## src/rtl/atetris_nvram_xfer.sv

```systemverilog
// rtl/atetris_nvram_xfer.sv - NVRAM high-score port initiator: pauses the CPU and streams NVRAM out (save) or in (load).
// Optional trailing two's-complement checksum byte enabled by defining NVX_CHECKSUM_EN.
module atetris_nvram_xfer #(
    parameter int AW     = 9,
    parameter int SETTLE = 4
) (
    input  logic          MCLK,
    input  logic          RESET,
    input  logic          SAVE_REQ,
    input  logic          LOAD_REQ,
    output logic          BUSY,
    output logic          PAUSE_REQ,
    output logic          DONE,
    output logic          ERR,
    output logic [7:0]    TX_DT,
    output logic          TX_DV,
    input  logic          TX_RDY,
    input  logic [7:0]    RX_DT,
    input  logic          RX_DV,
    output logic          RX_RDY,
    output logic [AW-1:0] HS_AD,
    output logic [7:0]    HS_WD,
    output logic          HS_WE,
    input  logic [7:0]    HS_RD
);

    typedef enum logic [3:0] {
        S_IDLE, S_SETTLE, S_RD_A, S_RD_D, S_TX, S_RX, S_WR, S_CK_TX, S_CK_RX, S_FIN
    } state_t;

    localparam logic [AW-1:0] ADDR_LAST   = '1;
    localparam logic [7:0]    SETTLE_LAST = 8'(SETTLE - 1);

    state_t        state_q, state_d;
    logic          save_q, save_d;
    logic [AW-1:0] addr_q, addr_d;
    logic [7:0]    sum_q, sum_d;
    logic [7:0]    cnt_q, cnt_d;
    logic [7:0]    tx_dt_q, tx_dt_d;
    logic          tx_dv_q, tx_dv_d;
    logic [7:0]    wd_q, wd_d;
`ifdef NVX_CHECKSUM_EN
    logic          err_q, err_d;
    logic [7:0]    ck_total;
`endif

    always_ff @(posedge MCLK or posedge RESET) begin
        if (RESET) begin
            state_q <= S_IDLE;
            save_q  <= 1'b0;
            addr_q  <= '0;
            sum_q   <= 8'd0;
            cnt_q   <= 8'd0;
            tx_dt_q <= 8'd0;
            tx_dv_q <= 1'b0;
            wd_q    <= 8'd0;
`ifdef NVX_CHECKSUM_EN
            err_q   <= 1'b0;
`endif
        end else begin
            state_q <= state_d;
            save_q  <= save_d;
            addr_q  <= addr_d;
            sum_q   <= sum_d;
            cnt_q   <= cnt_d;
            tx_dt_q <= tx_dt_d;
            tx_dv_q <= tx_dv_d;
            wd_q    <= wd_d;
`ifdef NVX_CHECKSUM_EN
            err_q   <= err_d;
`endif
        end
    end

    always_comb begin
        state_d = state_q;
        save_d  = save_q;
        addr_d  = addr_q;
        sum_d   = sum_q;
        cnt_d   = cnt_q;
        tx_dt_d = tx_dt_q;
        tx_dv_d = tx_dv_q;
        wd_d    = wd_q;
`ifdef NVX_CHECKSUM_EN
        err_d    = err_q;
        ck_total = sum_q + RX_DT;
`endif
        case (state_q)
            S_IDLE: begin
                if (SAVE_REQ || LOAD_REQ) begin
                    // Save has priority when both requests arrive together.
                    save_d  = SAVE_REQ;
                    addr_d  = '0;
                    sum_d   = 8'd0;
                    cnt_d   = 8'd0;
                    state_d = S_SETTLE;
`ifdef NVX_CHECKSUM_EN
                    err_d   = 1'b0;
`endif
                end
            end
            S_SETTLE: begin
                if (cnt_q == SETTLE_LAST) begin
                    state_d = save_q ? S_RD_A : S_RX;
                end else begin
                    cnt_d = cnt_q + 8'd1;
                end
            end
            S_RD_A: state_d = S_RD_D;
            S_RD_D: begin
                tx_dt_d = HS_RD;
                tx_dv_d = 1'b1;
                sum_d   = sum_q + HS_RD;
                state_d = S_TX;
            end
            S_TX: begin
                if (TX_RDY) begin
                    tx_dv_d = 1'b0;
                    if (addr_q == ADDR_LAST) begin
`ifdef NVX_CHECKSUM_EN
                        tx_dt_d = ~sum_q + 8'd1;
                        tx_dv_d = 1'b1;
                        state_d = S_CK_TX;
`else
                        state_d = S_FIN;
`endif
                    end else begin
                        addr_d  = addr_q + AW'(1);
                        state_d = S_RD_A;
                    end
                end
            end
            S_RX: begin
                if (RX_DV) begin
                    wd_d    = RX_DT;
                    sum_d   = sum_q + RX_DT;
                    state_d = S_WR;
                end
            end
            S_WR: begin
                if (addr_q == ADDR_LAST) begin
`ifdef NVX_CHECKSUM_EN
                    state_d = S_CK_RX;
`else
                    state_d = S_FIN;
`endif
                end else begin
                    addr_d  = addr_q + AW'(1);
                    state_d = S_RX;
                end
            end
`ifdef NVX_CHECKSUM_EN
            S_CK_TX: begin
                if (TX_RDY) begin
                    tx_dv_d = 1'b0;
                    state_d = S_FIN;
                end
            end
            S_CK_RX: begin
                // Checksum byte is never written; data bytes are already committed.
                if (RX_DV) begin
                    err_d   = (ck_total != 8'd0);
                    state_d = S_FIN;
                end
            end
`endif
            S_FIN:   state_d = S_IDLE;
            default: state_d = S_IDLE;
        endcase
    end

    assign BUSY      = (state_q != S_IDLE) && (state_q != S_FIN);
    assign PAUSE_REQ = BUSY;
    assign DONE      = (state_q == S_FIN);
    assign TX_DT     = tx_dt_q;
    assign TX_DV     = tx_dv_q;
    assign HS_AD     = addr_q;
    assign HS_WD     = wd_q;
    assign HS_WE     = (state_q == S_WR);
`ifdef NVX_CHECKSUM_EN
    assign RX_RDY    = (state_q == S_RX) || (state_q == S_CK_RX);
    assign ERR       = err_q;
`else
    assign RX_RDY    = (state_q == S_RX);
    assign ERR       = 1'b0;
`endif

endmodule
```

## config.mk

```make
export PLATFORM = sky130hd
export DESIGN_NAME = atetris_nvram_xfer
export DESIGN_NICKNAME = d
export VERILOG_FILES = /design/src/rtl/atetris_nvram_xfer.sv
export SDC_FILE = /design/constraint.sdc
export NUM_CORES = 1
export LEC_CHECK = 0
export CORE_ASPECT_RATIO = 1.75
export CORE_MARGIN = 3
export CORE_UTILIZATION = 45
export CTS_CLUSTER_DIAMETER = 150
export DETAILED_ROUTE_END_ITERATION = 12
export DONT_BUFFER_PORTS = 1
export GPL_TIMING_DRIVEN = 0
export PLACE_DENSITY = 0.59
export SYNTH_ARGS = -nofsm -noshare
export SYNTH_HDL_FRONTEND = slang
export SYNTH_SLANG_ARGS = --single-unit
```

## constraint.sdc

```tcl
create_clock -name MCLK -period 3.4 [get_ports MCLK]
set_clock_uncertainty 0.05 [all_clocks]
set_input_delay 0.68 -clock MCLK [delete_from_list [all_inputs] [get_ports MCLK]]
set_output_delay 0.68 -clock MCLK [all_outputs]
set_load 0.01 [all_outputs]
```

## After elaboration in Yosys (flattened, before gate mapping)

Index checks and enable logic that the tools add are counted.

| operators by class | value |
|---|---|
| reductions and logical operators | 13 |
| add/sub/neg operators | 2 |
| eq/ne operators | 15 |
| mux-type cells | 17 |

Operator list:

| kind | number |
|---|---|
| case mux 4 bit (7 select lines) | 1 |
| two-way mux 9 bit | 3 |
| case mux 9 bit (3 select lines) | 1 |
| two-way mux 4 bit | 6 |
| two-way mux 8 bit | 2 |
| case mux 8 bit (2 select lines) | 1 |
| equality test 4 x 3 -> 1 bit (second input constant) | 3 |
| != test 2 bit (second input constant) | 5 |
| adder 9 x 1 -> 9 bit (second input constant) | 1 |
| equality test 9 bit (second input constant) | 1 |
| adder 8 x 1 -> 8 bit (second input constant) | 1 |
| equality test 4 x 2 -> 1 bit (second input constant) | 2 |
| equality test 8 x 2 -> 1 bit (second input constant) | 1 |
| AND reduction 2 bit | 3 |
| AND reduction 3 bit | 2 |
| equality test 4 x 1 -> 1 bit (second input constant) | 1 |
| equality test 4 bit (second input constant) | 1 |
| zero test 4 bit | 1 |
| != test 4 bit (second input constant) | 1 |
| AND reduction 4 bit | 1 |
| nonzero test 2 bit | 2 |
| nonzero test 4 bit | 1 |
| two-way mux 3 bit | 1 |
| nonzero test 3 bit | 1 |
| 4 further kinds | 4 |

| word-level totals | value |
|---|---|
| flip-flop bits (word level) | 39 |
| output and inout port bits | 32 |
| input bits | 22 |
| word-level logic and storage cells | 54 |

## Depth between registers and ports, before layout

| logic depth | value |
|---|---|
| depth after elaboration | 4 |
| depth in mapped cells | 9 |
| mapped depth without buffers | 9 |

## Worst setup path after synthesis

OpenSTA, ideal clock, no wires.

| timing path | value |
|---|---|
| kind | flip-flop to output port |
| from | register state_q[1] |
| to | output port PAUSE_REQ |
| arrival | 1.654 ns |
| path slack | 1.016 ns |
| buffers on the path | 3 |
| cell stages (with the launch flop) | 6 |
| required time | 2.670 ns |
| path through | dfrtp_1 buf_2 clkbuf_1 nor4b_1 nor2_1 buf_4 |

| between the ends | value |
|---|---|
| word-level cells in the longest chain between the ends | 2 |
| elaborated cells between the ends (all ways) | 3 |
| those cells by class | 1 x eq/ne; 2 x reduce/logical |

RTL lines:

| element | RTL line | RTL |
|---|---|---|
| start, declared | 34 | `state_t state_q, state_d;` |
| start signal, assigned | 61 | `state_q <= state_d;` |
| != test 4 bit or nonzero test 4 bit (tied branches) | 172 | `assign BUSY = (state_q != S_IDLE) && (state_q != S_FIN);` |
| logical AND 1 bit (*) | 172 |  |
| end, declared | 12 | `output logic PAUSE_REQ,` |

Mark *: on every way between the ends. The rest lies on a longest branch, timed or not.

## Final worst setup path

Same ends and word-level chain as after synthesis.

==> summary.txt <==
TritonCTS buffer count -> 5
synthesized area -> 0.00206 mm²
synth warn -> 0
top_reg_cell synth -> dfrtp_1
DR vias -> 1515
# hold bufs at CTS -> 0
Synth Register Bits -> 39
CTS tree -> yes
chip height -> 95.6 µm
register area share after synthesis -> 47.3%
std cell rows -> 32
unrepaired setup endpoints after global routing -> false
number of distinct library cells after synthesis -> 49
Avg Cell Area, Syn -> 10.9 µm²
vias per cell -> 6.11
most frequent cells in the layout -> 39 x dfrtp_1, 16 x mux2_2, 13 x nand2_1, 13 x o21ai_0, 10 x nand3_1
maximum buffer depth of the clock tree -> 2
GRT Overall Usage -> 17.8%
global-route congestion overflow total -> 0
Max VDD drop -> 0.425 mV
status -> complete, no violations
Die W -> 57.2 µm
startpoint types -> flop
Crit. End Element -> primary output
post-layout minimum cycle time -> 2.96 ns
initial antenna violation count -> 0
Area Overhead vs Synth -> 8.24%
core area -> 0.00440 mm²
CP bufs+invs -> 3
Slew HR -> 46.4%
Post-CTS Setup Inserts -> 0
DP HPWL -> 3480 µm
Synth area leader -> dfrtp_1
cells after synthesis -> 190
Critical Path RT -> 2.67 ns
hold violation count in the final report -> 0
Final ANT Viol Nets -> 0
clk_lat worst skew -> 0.29 ns
Tightest Pin Transition -> 0.803 ns
mean routed wirelength per cell -> 18.3 µm
IO Count -> 54
NumNets Final -> 223
fraction of registers with async set/reset -> 100%
# DRC -> 0
largest driver fanout on the critical path -> 10
clk root buf -> clkbuf_8
fin crit share -> 87.2%
number of max-cap violations -> 0
die area -> 0.00547 mm²
post-synth net total -> 216
Clock transition at path regs -> 0.07 ns
Synth top area share -> 47.3%
critical path, cell by cell -> buf_2, clkbuf_1, nor4b_1, nor2_1, buf_4
CP Data Arrival Time -> 2.23 ns
critical path type -> reg2out
Setup TNS Final -> 0 ns
final setup margin -> 0.436 ns
final setup violating endpoints -> 0
Crit path largest cell delay -> 0.71 ns
Area contributors post-synth -> dfrtp_1 47%, mux2_2 8.7%, o21ai_0 3.2%
most common cell after layout, fill and taps aside -> dfrtp_1
ANT cells -> 0
Slew Limit Fails -> 0
CTS sink count -> 39
fmax -> 337 MHz
port buffer count -> 0
DR pass1 iterations -> 4
Clock H-tree levels -> 2
final-layout fill cell count -> 429
DR iter-0 viols -> 42
HP Class -> in2async
slowest cell on the critical path -> nor4b_1
Post-synth EDFFs -> 0
placer congestion estimate -> 0.878
Post-CTS Resized -> 0
Initial Utilization -> 46.9%
Place WS -> 0.725 ns
CP delay by family, top -> simple AND/OR/NAND/NOR gates
share of layout cells above drive strength 1 -> 23.4%
final wirelength -> 4530 µm
Lkg Pwr -> 1.02 nW
first-pass GRT wire length -> 7400 µm
vias in the first global route -> 1521
largest net degree at the start of global routing -> 40
Power Dens Cells -> 844 mW/mm²
-- cell usage after synthesis, types with 4 or more instances --
master / count
and3_1: 7
dfrtp_1: 39
mux2_2: 16
nor3_1: 6
nand4_1: 4
nor2_1: 7
buf_2: 4
a21oi_1: 7
o21ai_0: 13
ha_1: 4
nand3_1: 10
inv_1: 6
nand2_1: 13
a211o_1: 7
-- path summary, 6_finish.rpt --
check	start	endpoint	slack, ns	depth (start not counted)
worst max-delay path	state_q[1]$_DFFE_PP0P_	PAUSE_REQ	0.44	5
worst min-delay path	RESET	TX_DT[7]$_DFFE_PP0P_	0.37	1
worst max register to register	HS_AD[0]$_DFFE_PP0P_	HS_AD[5]$_DFFE_PP0P_	0.88	9
worst min register to register	cnt_q[0]$_DFFE_PP0P_	cnt_q[0]$_DFFE_PP0P_	0.50	1
max in group asynchronous	RESET	cnt_q[3]$_DFFE_PP0P_	2.42	1
min in group MCLK	TX_RDY	TX_DV$_DFFE_PP0P_	0.42	1
-- per-stage QoR --
stage	cells	hold WS [ns]	cell area, µm²	power [W]	util, %
floorplan	190	0.448	2060	0.00136	-
global placement	241	0.483	2130	0.00151	48.3
detailed placement	241	0.495	2130	0.00153	48.3
CTS	248	0.397	2230	0.00191	50.7
global route	248	0.415	2230	0.00201	50.7
finish	248	0.370	2230	0.00189	50.7
-- metal layers --
metal  vias to the layer above  part of all wire [%]  global-route usage (%)
met5                         -                     0                       0
met2                        44                    60                    34.7
li1                        715                     -                       -
met3                         6                   4.3                    4.88
met4                         0                   1.9                    7.93
met1                       750                    34                    16.8
-- cell type report --
type | instances | area, µm² | area share, %
multi-input cells | 137 | 1020 | 45.8
flip-flops and latches | 39 | 976 | 43.7
clock buffers | 5 | 68.8 | 3.08
well taps | 51 | 63.8 | 2.86
plain buffers | 8 | 42.5 | 1.90
clock inverters | 2 | 37.5 | 1.68
inverters | 6 | 22.5 | 1.01
-- flip-flops by register name, indices dropped and copies added, names as in the netlist --
signal   cells
HS_AD        9
HS_WD        8
TX_DT        8
cnt_q        8
state_q      4
TX_DV        1
save_q       1
-- power breakdown --
| group | internal, W | leakage [nW] | switching, W |
|---|---|---|---|
| Clock | 0.000214 | 0.0502 | 0.000154 |
| Sequential | 0.000624 | 0.496 | 0.000188 |
| Combinational | 0.000328 | 0.478 | 0.000377 |
-- cells by family (layout without fill, tap and decap cells) --
kind of cell | count (synthesis) | count (layout) | share of synthesized area (%)
DFF | 39 | 39 | 47.3
AOI/OAI and AO/OA | 42 | 42 | 16.1
buffers and inverters | 14 | 21 | 3.15
and+or+nand+nor | 71 | 71 | 20.8
adders and majority gates | 4 | 4 | 2.42
xor gates and xnor gates | 2 | 2 | 0.849
muxes | 17 | 17 | 9.21
other | 1 | 1 | 0.182
Note: power is estimated with default switching activity, not from simulation.
